File: config.mk
export PLATFORM = sky130hd
export DESIGN_NAME = blink_rx
export DESIGN_NICKNAME = d
export VERILOG_FILES = /design/src/rtl/blink_pkg.sv /design/src/rtl/blink_sync_edge.sv /design/src/rtl/blink_rx.sv
export SDC_FILE = /design/constraint.sdc
export NUM_CORES = 1
export LEC_CHECK = 0
export BUFFER_PORTS_ARGS = -buffer_cell sky130_fd_sc_hd__buf_2
export CAP_MARGIN = 20
export CORE_ASPECT_RATIO = 1.5
export CORE_MARGIN = 1
export CORE_UTILIZATION = 38
export DETAILED_ROUTE_END_ITERATION = 10
export GPL_ROUTABILITY_DRIVEN = 0
export HOLD_SLACK_MARGIN = 0.03
export PLACE_DENSITY = 0.66
export SLEW_MARGIN = 40
export SYNTH_ARGS = -nofsm -noshare
export SYNTH_HDL_FRONTEND = slang
export SYNTH_SLANG_ARGS = --single-unit
export TNS_END_PERCENT = 100
File: constraint.sdc
create_clock -name clk -period 4.5 [get_ports clk]
set_input_delay 0.225 -clock clk [delete_from_list [all_inputs] [get_ports clk]]
set_output_delay 0.225 -clock clk [all_outputs]
set_load 0.02 [all_outputs]
File: src/rtl/blink_pkg.sv
// Shared blink definitions: FSM state encoding and loopback defaults.
// Used by both the blink receiver and the blinker transmitter.
package blink_pkg;

  localparam int BLINK_CNT_W  = 16;
  localparam int BLINK_TOL    = 2;
  localparam int BLINK_LOCK_N = 4;

  typedef enum logic [1:0] {
    IDLE,
    MEASURE,
    LOST
  } state_e;

endpackage

File: src/rtl/blink_sync_edge.sv
// Synchronizes the raw blink input and declares an edge on any level change.
// The BLINK_RX_GLITCH_FILTER_EN macro requires 3 agreeing samples before the level may change.
module blink_sync_edge #(
  parameter int SYNC_STAGES = 2
) (
  input  logic clk,
  input  logic rst,
  input  logic blink_i,
  output logic level_o,
  output logic edge_o
);

  logic [SYNC_STAGES-1:0] sync_q;
  logic                   synced;
  logic                   level;
  logic                   level_q;

  // NOTE: sequential state is written with <= only, so every flop samples pre-edge values.
  always_ff @(posedge clk or posedge rst) begin
    if (rst) begin
      sync_q <= '0;
    end else begin
      sync_q <= {sync_q[SYNC_STAGES-2:0], blink_i};
    end
  end

  assign synced = sync_q[SYNC_STAGES-1];

`ifdef BLINK_RX_GLITCH_FILTER_EN
  logic [1:0] hist_q;

  always_ff @(posedge clk or posedge rst) begin
    if (rst) begin
      hist_q <= '0;
    end else begin
      hist_q <= {hist_q[0], synced};
    end
  end

  // The current sample plus two history samples must agree; shorter pulses leave level alone.
  assign level = ((synced == hist_q[0]) && (synced == hist_q[1])) ? synced : level_q;
`else
  assign level = synced;
`endif

  always_ff @(posedge clk or posedge rst) begin
    if (rst) begin
      level_q <= 1'b0;
    end else begin
      level_q <= level;
    end
  end

  assign level_o = level;
  assign edge_o  = (level != level_q);

endmodule

File: src/rtl/blink_rx.sv
// Blink receiver: measures each half-period of the synchronized blink input,
// compares it to an expected value within TOL, and tracks lock and timeout.
// The optional glitch filter inside blink_sync_edge is enabled by BLINK_RX_GLITCH_FILTER_EN.
module blink_rx
  import blink_pkg::*;
#(
  parameter int CNT_W       = BLINK_CNT_W,
  parameter int SYNC_STAGES = 2,
  parameter int TOL         = BLINK_TOL,
  parameter int LOCK_N      = BLINK_LOCK_N
) (
  input  logic             clk,
  input  logic             rst,
  input  logic             blink_in,
  input  logic [CNT_W-1:0] expected,
  output logic [CNT_W-1:0] half_period,
  output logic             valid,
  output logic             match,
  output logic             locked,
  output logic             timeout,
  output logic             level
);

  localparam logic [CNT_W-1:0] CNT_MAX  = '1;
  localparam logic [CNT_W:0]   TOL_W    = (CNT_W+1)'(TOL);
  localparam logic [3:0]       LOCK_MAX = 4'(LOCK_N);

  state_e           state_q, state_d;
  logic [CNT_W-1:0] cnt_q, cnt_d;
  logic [CNT_W-1:0] half_period_q, half_period_d;
  logic             valid_q, valid_d;
  logic             match_q, match_d;
  logic             locked_q, locked_d;
  logic             timeout_q, timeout_d;
  logic [3:0]       lock_cnt_q, lock_cnt_d;

  logic             edge_det;
  logic [CNT_W:0]   cnt_ext;
  logic [CNT_W:0]   exp_ext;
  logic [CNT_W:0]   diff;
  logic             in_tol;

  blink_sync_edge #(
    .SYNC_STAGES(SYNC_STAGES)
  ) u_sync_edge (
    .clk    (clk),
    .rst    (rst),
    .blink_i(blink_in),
    .level_o(level),
    .edge_o (edge_det)
  );

  // One extra bit keeps the absolute difference free of wrap-around.
  assign cnt_ext = {1'b0, cnt_q};
  assign exp_ext = {1'b0, expected};
  assign diff    = (cnt_ext >= exp_ext) ? (cnt_ext - exp_ext) : (exp_ext - cnt_ext);
  assign in_tol  = (diff <= TOL_W);

  // NOTE: every output of this block is given a default first, so no latch can be inferred.
  always_comb begin
    state_d       = state_q;
    cnt_d         = cnt_q;
    half_period_d = half_period_q;
    valid_d       = 1'b0;
    match_d       = match_q;
    locked_d      = locked_q;
    timeout_d     = timeout_q;
    lock_cnt_d    = lock_cnt_q;

    unique case (state_q)
      IDLE: begin
        cnt_d = '0;
        if (edge_det) begin
          state_d = MEASURE;
          cnt_d   = {{(CNT_W-1){1'b0}}, 1'b1};
        end
      end

      MEASURE: begin
        if (edge_det) begin
          half_period_d = cnt_q;
          valid_d       = 1'b1;
          match_d       = in_tol;
          cnt_d         = {{(CNT_W-1){1'b0}}, 1'b1};
          if (in_tol) begin
            lock_cnt_d = (lock_cnt_q == LOCK_MAX) ? LOCK_MAX : lock_cnt_q + 4'd1;
            locked_d   = (lock_cnt_d == LOCK_MAX);
          end else begin
            lock_cnt_d = '0;
            locked_d   = 1'b0;
          end
        end else if (cnt_q == CNT_MAX) begin
          state_d    = LOST;
          timeout_d  = 1'b1;
          locked_d   = 1'b0;
          lock_cnt_d = '0;
        end else begin
          cnt_d = cnt_q + 1'b1;
        end
      end

      LOST: begin
        // The interval that ended here is unbounded, so it is discarded rather than reported.
        if (edge_det) begin
          state_d   = MEASURE;
          cnt_d     = {{(CNT_W-1){1'b0}}, 1'b1};
          timeout_d = 1'b0;
        end
      end

      default: begin
        state_d = IDLE;
      end
    endcase
  end

  always_ff @(posedge clk or posedge rst) begin
    if (rst) begin
      state_q       <= IDLE;
      cnt_q         <= '0;
      half_period_q <= '0;
      valid_q       <= 1'b0;
      match_q       <= 1'b0;
      locked_q      <= 1'b0;
      timeout_q     <= 1'b0;
      lock_cnt_q    <= '0;
    end else begin
      state_q       <= state_d;
      cnt_q         <= cnt_d;
      half_period_q <= half_period_d;
      valid_q       <= valid_d;
      match_q       <= match_d;
      locked_q      <= locked_d;
      timeout_q     <= timeout_d;
      lock_cnt_q    <= lock_cnt_d;
    end
  end

  assign half_period = half_period_q;
  assign valid       = valid_q;
  assign match       = match_q;
  assign locked      = locked_q;
  assign timeout     = timeout_q;

endmodule

==> flow_metrics.py, run 1 <==
metrics = {
    "outcome": {
        "status": "finished with violations",
        "violations": "DRC",
    },
    "sta": {
        "skew_ns": 0.00731,
        "setup_slack_ns": 0.585,
        "fin_crit_ns": 3.91,
        "worst_slew_pin_slew_ns": 0.733,
        "setup_viol": 0,
        "finalMaxSlewViolations": 0,
        "period_share_pct": 87.0,
        "max-slew-margin-rel_pct": 50.7,
        "rsz0062_at_grt": "no",
        "fin_setup_tns_ns": 0,
        "max_freq_mhz": 255,
        "hold_viol_final": 0,
    },
    "worst_hold_path": {
        "hp-class": "in -> reg",
        "hold_path_depth": 1,
    },
    "yosys": {
        "ys_async_sr_fraction_pct": 100,
        "synth_area_um2": 3870,
        "avgSynthCellArea_um2": 7.81,
        "synth_ff_type": "dfrtp_1",
        "ys_seq_elements": 45,
        "yosysTopAreaCell": "dfrtp_1",
        "yosysUniqueCellTypes": 56,
        "synth_commonest_cells": "inv_1, o21ai_0, nand2_1",
        "synth_warnings": 0,
        "yosysMostFrequentCell": "inv_1",
        "ys_seq_area_share_pct": 29.1,
        "synth_area_leaders": "dfrtp_1, ha_1, o21ai_0",
        "syn_inst": 496,
        "synth_top_area_share_pct": 29.1,
        "synth_edf_count": 0,
        "syn-num-nets": 556,
    },
    "setup_path": {
        "crit_start": "cnt_q[13]$_DFFE_PP0P_",
        "arrival_ns": 4.13,
        "regToRegEndpoint": "lock_cnt_q[2]$_DFFE_PP0P_",
        "rr_startpoint": "cnt_q[13]$_DFFE_PP0P_",
        "criticalPathCategory": "reg -> reg",
        "critPathLaunchType": "register",
        "endpoint": "lock_cnt_q[2]$_DFFE_PP0P_",
        "ff2ff_path_depth": 11,
        "path_max_fanout": 11,
        "worstSetupEndpointType": "register",
        "reg2reg_setup_slack_ns": 0.59,
        "cp.required_ns": 4.72,
    },
    "clock_tree": {
        "post_cts_buffers": 0,
        "cts_sinks": 45,
        "holdBufCountCts": 1,
        "clk_latency_ns": 0.28,
        "tritoncts": "yes",
        "cts_root_buf": "clkbuf_16",
        "cts_made_buffers": 5,
        "htreeDepth": 2,
        "clkTransAtPathRegs_ns": 0.06,
        "clockBufferDepth": 2,
        "ctsResizeCount": 0,
    },
    "power_and_ir_drop": {
        "pwr-share-clk_pct": 33.0,
        "power_mw": 1.22,
        "p_per_area_nw_per_um2": 282,
        "irDropWorstVdd_uv": 208,
        "p_seq_share_pct": 36.8,
        "p_leak_nw": 2.02,
        "pwr-share-comb_pct": 30.2,
        "switching_power_mw": 0.407,
        "swShare_pct": 33.4,
        "intPower_mw": 0.811,
    },
    "final_layout": {
        "register_area_um2": 1130,
        "fin_nets": 586,
        "area_growth_pct": 11.4,
        "fillCellCount": 1012,
        "antenna_cells": 0,
        "multi_input_area_um2": 2450,
        "drive_above_1_share_pct": 11.0,
    },
    "global_routing": {
        "grt_pass1_vias": 3669,
        "groute.usage.overall_pct": 19.9,
        "grt_max_degree": 46,
        "grt_overflow": 0,
        "antenna_found_initial": 0,
        "grt_pass1_wl_um": 17100,
    },
    "route": {
        "vias": 3644,
        "drtIter0Drc": 260,
        "routed_wl_um": 10300,
        "drc": 2,
        "first_pass_iters": 9,
        "wire_per_inst_um": 16.1,
        "vias_per_cell": 5.68,
        "drtAntennaViolNets": 0,
    },
    "placement": {
        "portBuffers": 39,
        "hpwl_um": 8280,
        "dpl_worst_slack_ns": 0.596,
    },
    "floorplan": {
        "rows": 44,
        "die_area_um2": 10600,
        "ios": 40,
        "die_h_um": 126,
        "core-area_um2": 9800,
        "initial_utilization_pct": 39.5,
        "die_w_um": 84.5,
    },
    "flow_run": {
        "drv_cap": 0,
    },
}
-- worst min-delay path by stage --
stage | start | endpoint | slack [ns]
after floorplan | blink_in | u_sync_edge.sync_q[0]$_DFF_PP0_ | 0.26
after global placement | blink_in | u_sync_edge.sync_q[0]$_DFF_PP0_ | 0.33
after detailed placement | rst | u_sync_edge.sync_q[1]$_DFF_PP0_ | 0.33
after CTS | blink_in | u_sync_edge.sync_q[0]$_DFF_PP0_ | 0.04
after global routing | blink_in | u_sync_edge.sync_q[0]$_DFF_PP0_ | 0.05
final | blink_in | u_sync_edge.sync_q[0]$_DFF_PP0_ | 0.05
-- power groups by stage --
stage                     clock, mW  sequential (mW)  combinational [mW]
after floorplan                   0            0.466               0.245
after global placement            0            0.455               0.355
after detailed placement          0            0.456               0.363
after CTS                     0.411            0.448               0.365
after global routing          0.418            0.451               0.412
final                         0.402            0.448               0.368
-- cell usage in the layout (no fill, tap or decap), drive strengths merged, types with 5 or more instances in the layout --
cell type	instances
nor3	8
nor2	39
xnor2	11
nand2b	6
a31oi	5
buf	41
a21oi	45
clkbuf	5
a21o	5
or3	5
nand3	14
nand2	46
o31ai	9
dfrtp	45
o22ai	5
inv	57
o21ai	53
ha	39
a2111oi	5
nand4	7
and3	7
a211oi	5
-- per-stage QoR --
| stage | utilization [%] | hold slack [ns] | area [um^2] | instances |
|---|---|---|---|---|
| after floorplan | - | 0.256 | 3870 | 496 |
| after global placement | 42.3 | 0.333 | 4140 | 633 |
| after detailed placement | 42.3 | 0.327 | 4150 | 633 |
| after CTS | 44.0 | 0.0419 | 4320 | 641 |
| after global routing | 44.0 | 0.0473 | 4320 | 641 |
| final | 44.0 | 0.0477 | 4320 | 641 |
-- state kept, by name, summed over array words and instances (netlist names) --
signal / flops
lock_cnt_q: 4
timeout: 1
locked: 1
u_sync_edge.sync_q: 2
match: 1
state_q: 2
cnt_q: 16
valid: 1
half_period: 16
u_sync_edge.level_q: 1
-- critical path, cell delays in order, from the launching register on --
cell and delay, ns:
dfrtp_1 0.43, ha_1 0.50, and3_1 0.30, nand3_1 0.09, or4_1 0.41, nor3b_1 0.20, and3_4 0.21, or4_1 0.52
o41a_1 0.47, a2111oi_4 0.48, a21oi_1 0.13, nor2_1 0.12
-- cell type report --
| class | count | share of cell area [%] |
|---|---|---|
| Inverter | 57 | 5.02 |
| Sequential cell | 45 | 26.1 |
| Multi-Input combinational cell | 375 | 56.7 |
| Clock buffer | 5 | 2.90 |
| Clock inverter | 2 | 0.812 |
| Timing Repair Buffer | 42 | 5.10 |
| Tap cell | 115 | 3.33 |
-- cell families (layout without fill, tap and decap cells) --
logic type | count (synthesis) | after routing | synth area share, %
and+or+nand+nor | 156 | 156 | 19.6
adders and majority gates | 41 | 41 | 13.6
DFF | 45 | 45 | 29.1
muxes | 1 | 1 | 0.258
AOI/OAI and AO/OA | 163 | 163 | 26.5
buffers and inverters | 76 | 106 | 7.75
xor gates and xnor gates | 14 | 14 | 3.16
-- layer usage --
layer	vias up	global-route usage (%)	share of wire, %
li1	1819	-	-
met1	1726	22.3	41
met3	26	1.31	2.3
met4	0	11.3	3.7
met2	73	37.1	53
met5	-	0	0
(Power assumes the default switching activity.)
==> run 2, diff against run 1 <==
--- a/config.mk
+++ b/config.mk
@@ -7,13 +7,15 @@
 export LEC_CHECK = 0
 export BUFFER_PORTS_ARGS = -buffer_cell sky130_fd_sc_hd__buf_2
 export CAP_MARGIN = 20
+export CELL_PAD_IN_SITES_DETAIL_PLACEMENT = 1
+export CELL_PAD_IN_SITES_GLOBAL_PLACEMENT = 1
 export CORE_ASPECT_RATIO = 1.5
 export CORE_MARGIN = 1
 export CORE_UTILIZATION = 38
 export DETAILED_ROUTE_END_ITERATION = 10
 export GPL_ROUTABILITY_DRIVEN = 0
 export HOLD_SLACK_MARGIN = 0.03
-export PLACE_DENSITY = 0.66
+export PLACE_DENSITY = 0.81
 export SLEW_MARGIN = 40
 export SYNTH_ARGS = -nofsm -noshare
 export SYNTH_HDL_FRONTEND = slang
==> run 2 against run 1 <==
The flow now finishes without violations. Maximum frequency down 2.7%. Total power increased by 1.2%. Clock power rose by 1%. Non-clock buffer count is the same. Flip-flop and latch count unchanged. Critical path depth unchanged. Sequential power about the same. Via count grew 4.1%. Wire length rose by 15%. Hold slack worse by 0.0056 ns. Largest power group unchanged. Highest routed layer unchanged.
==> flow_metrics.py, run 2 (same netlist as run 1, synthesis figures left out) <==
metrics = {
    "route": {
        "drc": 0,
        "vias": 3794,
        "routed_wl_um": 11900,
        "first_pass_iters": 4,
        "vias_per_cell": 5.92,
        "wire_per_inst_um": 18.5,
        "drtIter0Drc": 124,
        "drtAntennaViolNets": 0,
    },
    "clock_tree": {
        "cts_sinks": 45,
        "post_cts_buffers": 0,
        "clockBufferDepth": 2,
        "clkTransAtPathRegs_ns": 0.06,
        "cts_root_buf": "clkbuf_16",
        "tritoncts": "yes",
        "clk_latency_ns": 0.29,
        "ctsResizeCount": 0,
        "htreeDepth": 2,
        "cts_made_buffers": 5,
    },
    "setup_path": {
        "critPathMaxStageDelay_ns": 0.55,
        "reg2reg_setup_slack_ns": 0.48,
        "arrival_ns": 4.25,
        "ff2ff_path_depth": 11,
        "criticalPathCategory": "reg -> reg",
        "cp.required_ns": 4.72,
        "cpMostUsedCell": "or4_1",
        "path_max_fanout": 11,
        "worst_path_max_delay_cell": "a2111oi_4",
        "path_cells": "ha_1, and3_1, nand3_1, or4_1, nor3b_1, and3_4, or4_1, o41a_1, a2111oi_4, a21oi_1, nor2_1",
        "regToRegEndpoint": "lock_cnt_q[2]$_DFFE_PP0P_",
        "worstSetupEndpointType": "register",
        "rr_startpoint": "cnt_q[13]$_DFFE_PP0P_",
        "critPathLaunchType": "register",
    },
    "placement": {
        "hpwl_um": 9570,
        "post-place-cells": 633,
        "portBuffers": 39,
    },
    "final_layout": {
        "fin_nets": 586,
        "final_common_cell": "inv_1",
        "area_growth_pct": 11.4,
        "fillCellCount": 1239,
        "fin_cells": 641,
        "multi_input_area_um2": 2450,
        "layout_common_cells": "inv_1, o21ai_0, nand2_1, a21oi_1, dfrtp_1",
        "antenna_cells": 0,
        "register_area_um2": 1130,
        "drive_above_1_share_pct": 11.0,
    },
    "sta": {
        "rsz0062_at_grt": "no",
        "period_share_pct": 89.4,
        "worst_slew_pin_slew_ns": 0.818,
        "fin_setup_tns_ns": 0,
        "fin_crit_ns": 4.02,
        "max-slew-margin-rel_pct": 45.0,
        "finalMaxSlewViolations": 0,
        "hold_viol_final": 0,
        "setup_viol": 0,
        "max_freq_mhz": 248,
        "skew_ns": 0.00477,
    },
    "power_and_ir_drop": {
        "p_per_area_nw_per_um2": 286,
        "irDropWorstVdd_uv": 253,
        "p_leak_nw": 2.02,
        "power_mw": 1.23,
    },
    "flow_run": {
        "drv_cap": 0,
    },
    "floorplan": {
        "die_w_um": 84.5,
        "initial_utilization_pct": 39.5,
        "die_h_um": 126,
        "die_area_um2": 10600,
        "ios": 40,
        "core-area_um2": 9800,
        "rows": 44,
    },
    "outcome": {
        "status": "finished clean",
    },
    "global_routing": {
        "groute.usage.overall_pct": 23.5,
        "grt_overflow": 0,
        "grt_max_degree": 46,
        "antenna_found_initial": 0,
        "grt_pass1_wl_um": 19900,
        "grt_pass1_vias": 4117,
    },
    "worst_hold_path": {
        "holdPathEnd": "u_sync_edge.sync_q[0]$_DFF_PP0_",
        "min_from": "blink_in",
        "hold_path_depth": 1,
        "hp-class": "in -> reg",
    },
}
[run 2: cell counts in the layout (fill, tap and decap cells not counted)]
No cell type changed its count.
[run 2: timing repair]
item                                    CTS  global route
hold endpoints to repair                 45             0
endpoints found under the setup margin    0             0
hold buffers                              1             0
[run 2: final cells by class]
type                       count  area share, %
tap                          115           3.33
timing repair buffer          42           5.10
clock inverter                 2          0.812
sequential                    45           26.1
multi-input combinational    375           56.7
clock buffer                   5           2.90
inverter                      57           5.02
[run 2: critical path: cells and delay by family (launching register included)]
family	cells	cell delay (ns)
AO/OA/AOI/OAI	3	1.16
AND/OR/NAND/NOR	7	1.85
adder cells (fa/ha/maj)	1	0.50
flip-flops	1	0.43
[run 2: worst max-delay path by stage]
stage                                     end                   from  cells past startpoint
global placement    lock_cnt_q[2]$_DFFE_PP0P_  cnt_q[13]$_DFFE_PP0P_                     11
finish              lock_cnt_q[2]$_DFFE_PP0P_  cnt_q[13]$_DFFE_PP0P_                     11
floorplan           lock_cnt_q[2]$_DFFE_PP0P_   cnt_q[9]$_DFFE_PP0P_                     11
global route        lock_cnt_q[2]$_DFFE_PP0P_  cnt_q[13]$_DFFE_PP0P_                     11
CTS                 lock_cnt_q[2]$_DFFE_PP0P_  cnt_q[13]$_DFFE_PP0P_                     11
detailed placement  lock_cnt_q[2]$_DFFE_PP0P_  cnt_q[13]$_DFFE_PP0P_                     11
[run 2: per-layer routing]
layer	wire length, um	global-route usage (%)	up-vias	part of all wire, %
li1	-	-	1817	-
met1	4640	25.4	1873	39
met2	6500	44.5	70	55
met3	243	2.29	34	2.0
met4	500	13.0	0	4.2
met5	0	0	-	0
[run 2: power breakdown]
| part | leakage [nW] | switching (mW) | internal [mW] |
|---|---|---|---|
| clock | 0.0797 | 0.150 | 0.258 |
| combinational | 1.33 | 0.251 | 0.126 |
| sequential | 0.613 | 0.0210 | 0.428 |
[run 2: metrics by stage]
stage / instance area, um^2 / hold slack (ns) / setup WS, ns / util [%]
finish: 4320 / 0.0421 / 0.475 / 44.0
global route: 4320 / 0.0350 / 0.304 / 44.0
CTS: 4320 / 0.0382 / 0.520 / 44.0
detailed placement: 4150 / 0.330 / 0.549 / 42.3
global placement: 4140 / 0.334 / 0.665 / 42.3
floorplan: 3870 / 0.256 / 1.09 / -
==> run 3, diff against run 2 <==
--- a/config.mk
+++ b/config.mk
@@ -14,6 +14,7 @@
 export CORE_UTILIZATION = 38
 export DETAILED_ROUTE_END_ITERATION = 10
 export GPL_ROUTABILITY_DRIVEN = 0
+export GPL_TIMING_DRIVEN = 0
 export HOLD_SLACK_MARGIN = 0.03
 export PLACE_DENSITY = 0.81
 export SLEW_MARGIN = 40
==> run 3 against run 2 <==
Sequential share of layout area down 0.74 points. Die area unchanged. Worst setup slack better by 0.051 ns. Maximum frequency up 1.3%. Largest power group unchanged.
==> flow_metrics.py, run 3 (same netlist as run 1, synthesis figures left out) <==
metrics = {
    "floorplan": {
        "rows": 44,
        "die_area_um2": 10600,
        "initial_utilization_pct": 39.5,
        "die_h_um": 126,
        "die_w_um": 84.5,
        "ios": 40,
        "core-area_um2": 9800,
    },
    "setup_path": {
        "critPathLaunchType": "register",
        "worstSetupEndpointType": "register",
        "criticalPathCategory": "reg -> reg",
        "arrival_ns": 4.20,
        "rr_startpoint": "cnt_q[11]$_DFFE_PP0P_",
        "cp.required_ns": 4.72,
        "reg2reg_setup_slack_ns": 0.53,
        "regToRegEndpoint": "lock_cnt_q[2]$_DFFE_PP0P_",
        "ff2ff_path_depth": 11,
        "path_max_fanout": 9,
    },
    "clock_tree": {
        "clockBufferDepth": 2,
        "cts_made_buffers": 5,
        "cts_sinks": 45,
        "clk_latency_ns": 0.29,
        "tritoncts": "yes",
        "cts_root_buf": "clkbuf_16",
        "clkTransAtPathRegs_ns": 0.07,
        "htreeDepth": 2,
    },
    "global_routing": {
        "grt_pass1_wl_um": 20400,
        "grt_max_degree": 24,
        "antenna_found_initial": 0,
        "grt_pass1_vias": 4288,
        "grt_overflow": 0,
        "groute.usage.overall_pct": 24.2,
    },
    "final_layout": {
        "final_common_cell": "inv_1",
        "layout_common_cells": "inv_1, o21ai_0, nand2_1, a21oi_1, dfrtp_1",
        "fin_nets": 605,
        "antenna_cells": 0,
        "drive_above_1_share_pct": 11.7,
        "area_growth_pct": 14.6,
    },
    "placement": {
        "portBuffers": 39,
        "hpwl_um": 9810,
    },
    "sta": {
        "rsz0062_at_grt": "no",
        "period_share_pct": 88.3,
        "setup_viol": 0,
        "worst_slew_pin_slew_ns": 0.788,
        "fin_setup_tns_ns": 0,
        "finalMaxSlewViolations": 0,
        "max_freq_mhz": 252,
        "max-slew-margin-rel_pct": 47.3,
        "hold_viol_final": 0,
        "skew_ns": 0.00788,
        "fin_crit_ns": 3.97,
    },
    "route": {
        "first_pass_iters": 4,
        "routed_wl_um": 12300,
        "drtIter0Drc": 163,
        "vias_per_cell": 5.87,
        "drc": 0,
        "wire_per_inst_um": 18.6,
        "vias": 3878,
        "drtAntennaViolNets": 0,
    },
    "power_and_ir_drop": {
        "p_per_area_nw_per_um2": 288,
        "irDropWorstVdd_uv": 282,
        "power_mw": 1.28,
        "p_leak_nw": 2.08,
    },
    "worst_hold_path": {
        "min_from": "u_sync_edge.sync_q[0]$_DFF_PP0_",
        "hold_path_depth": 0,
        "hp-class": "reg -> reg",
        "holdPathEnd": "u_sync_edge.sync_q[1]$_DFF_PP0_",
    },
    "outcome": {
        "status": "finished clean",
    },
    "flow_run": {
        "drv_cap": 0,
    },
}
## run 3: cell count changes in the layout (fill, tap and decap cells not counted), sizes merged
cell / delta
buf: +4
clkbuf: +15
clkinv: -1
clkinvlp: +1
dlygate4sd3: +1
## run 3: layout make-up
class | count | area (um^2)
inverters | 57 | 216
flip-flops and latches | 45 | 1130
clock buffers | 6 | 139
fillers | 1257 | 5360
plain buffers | 19 | 86.3
multi-input cells | 375 | 2450
repair buffers | 42 | 243
well taps | 115 | 144
clock inverters | 2 | 37.5
## run 3: critical path: stages (launching register included)
cell       delay, ns
dfrtp_1         0.44
ha_1            0.30
clkbuf_2        0.18
nand4_1         0.18
or4_1           0.52
nor3b_1         0.21
and3_4          0.21
or4_1           0.52
o41a_1          0.50
a2111oi_4       0.58
a21oi_1         0.15
nor2_1          0.11
## run 3: report_power, final
group	internal, mW	total (mW)	switching, mW
sequential	0.428	0.450	0.0214
combinational	0.130	0.393	0.263
clock	0.277	0.435	0.158
## run 3: how the worst max path moves through the flow
stage                                from                        end  slack, ns
floorplan            cnt_q[9]$_DFFE_PP0P_  lock_cnt_q[2]$_DFFE_PP0P_       1.09
global placement    cnt_q[11]$_DFFE_PP0P_  lock_cnt_q[2]$_DFFE_PP0P_       0.62
detailed placement   cnt_q[9]$_DFFE_PP0P_  lock_cnt_q[2]$_DFFE_PP0P_       0.57
CTS                 cnt_q[11]$_DFFE_PP0P_  lock_cnt_q[2]$_DFFE_PP0P_       0.54
global route        cnt_q[10]$_DFFE_PP0P_  lock_cnt_q[2]$_DFFE_PP0P_       0.37
finish              cnt_q[11]$_DFFE_PP0P_  lock_cnt_q[2]$_DFFE_PP0P_       0.53
## run 3: layer usage
metal,track usage [%],routed length (um)
met3,2.29,252
met5,0,0
met2,48.5,6990
met4,12.0,440
met1,24.5,4620
## run 3: stage by stage
step	hold WS (ns)	instance area (um^2)	setup slack (ns)	util, %	instances
after global routing	0.383	4440	0.373	45.3	661
after floorplan	0.256	3870	1.09	-	496
final	0.365	4440	0.526	45.3	661
after detailed placement	0.218	4240	0.569	43.3	651
after CTS	0.0338	4430	0.538	45.2	660
after global placement	0.335	4210	0.623	43.0	650
## run 3: repair_timing
item,CTS,global route
gates resized for setup,0,0
hold endpoints to repair,22,1
setup buffers,0,0
hold buffers,1,1
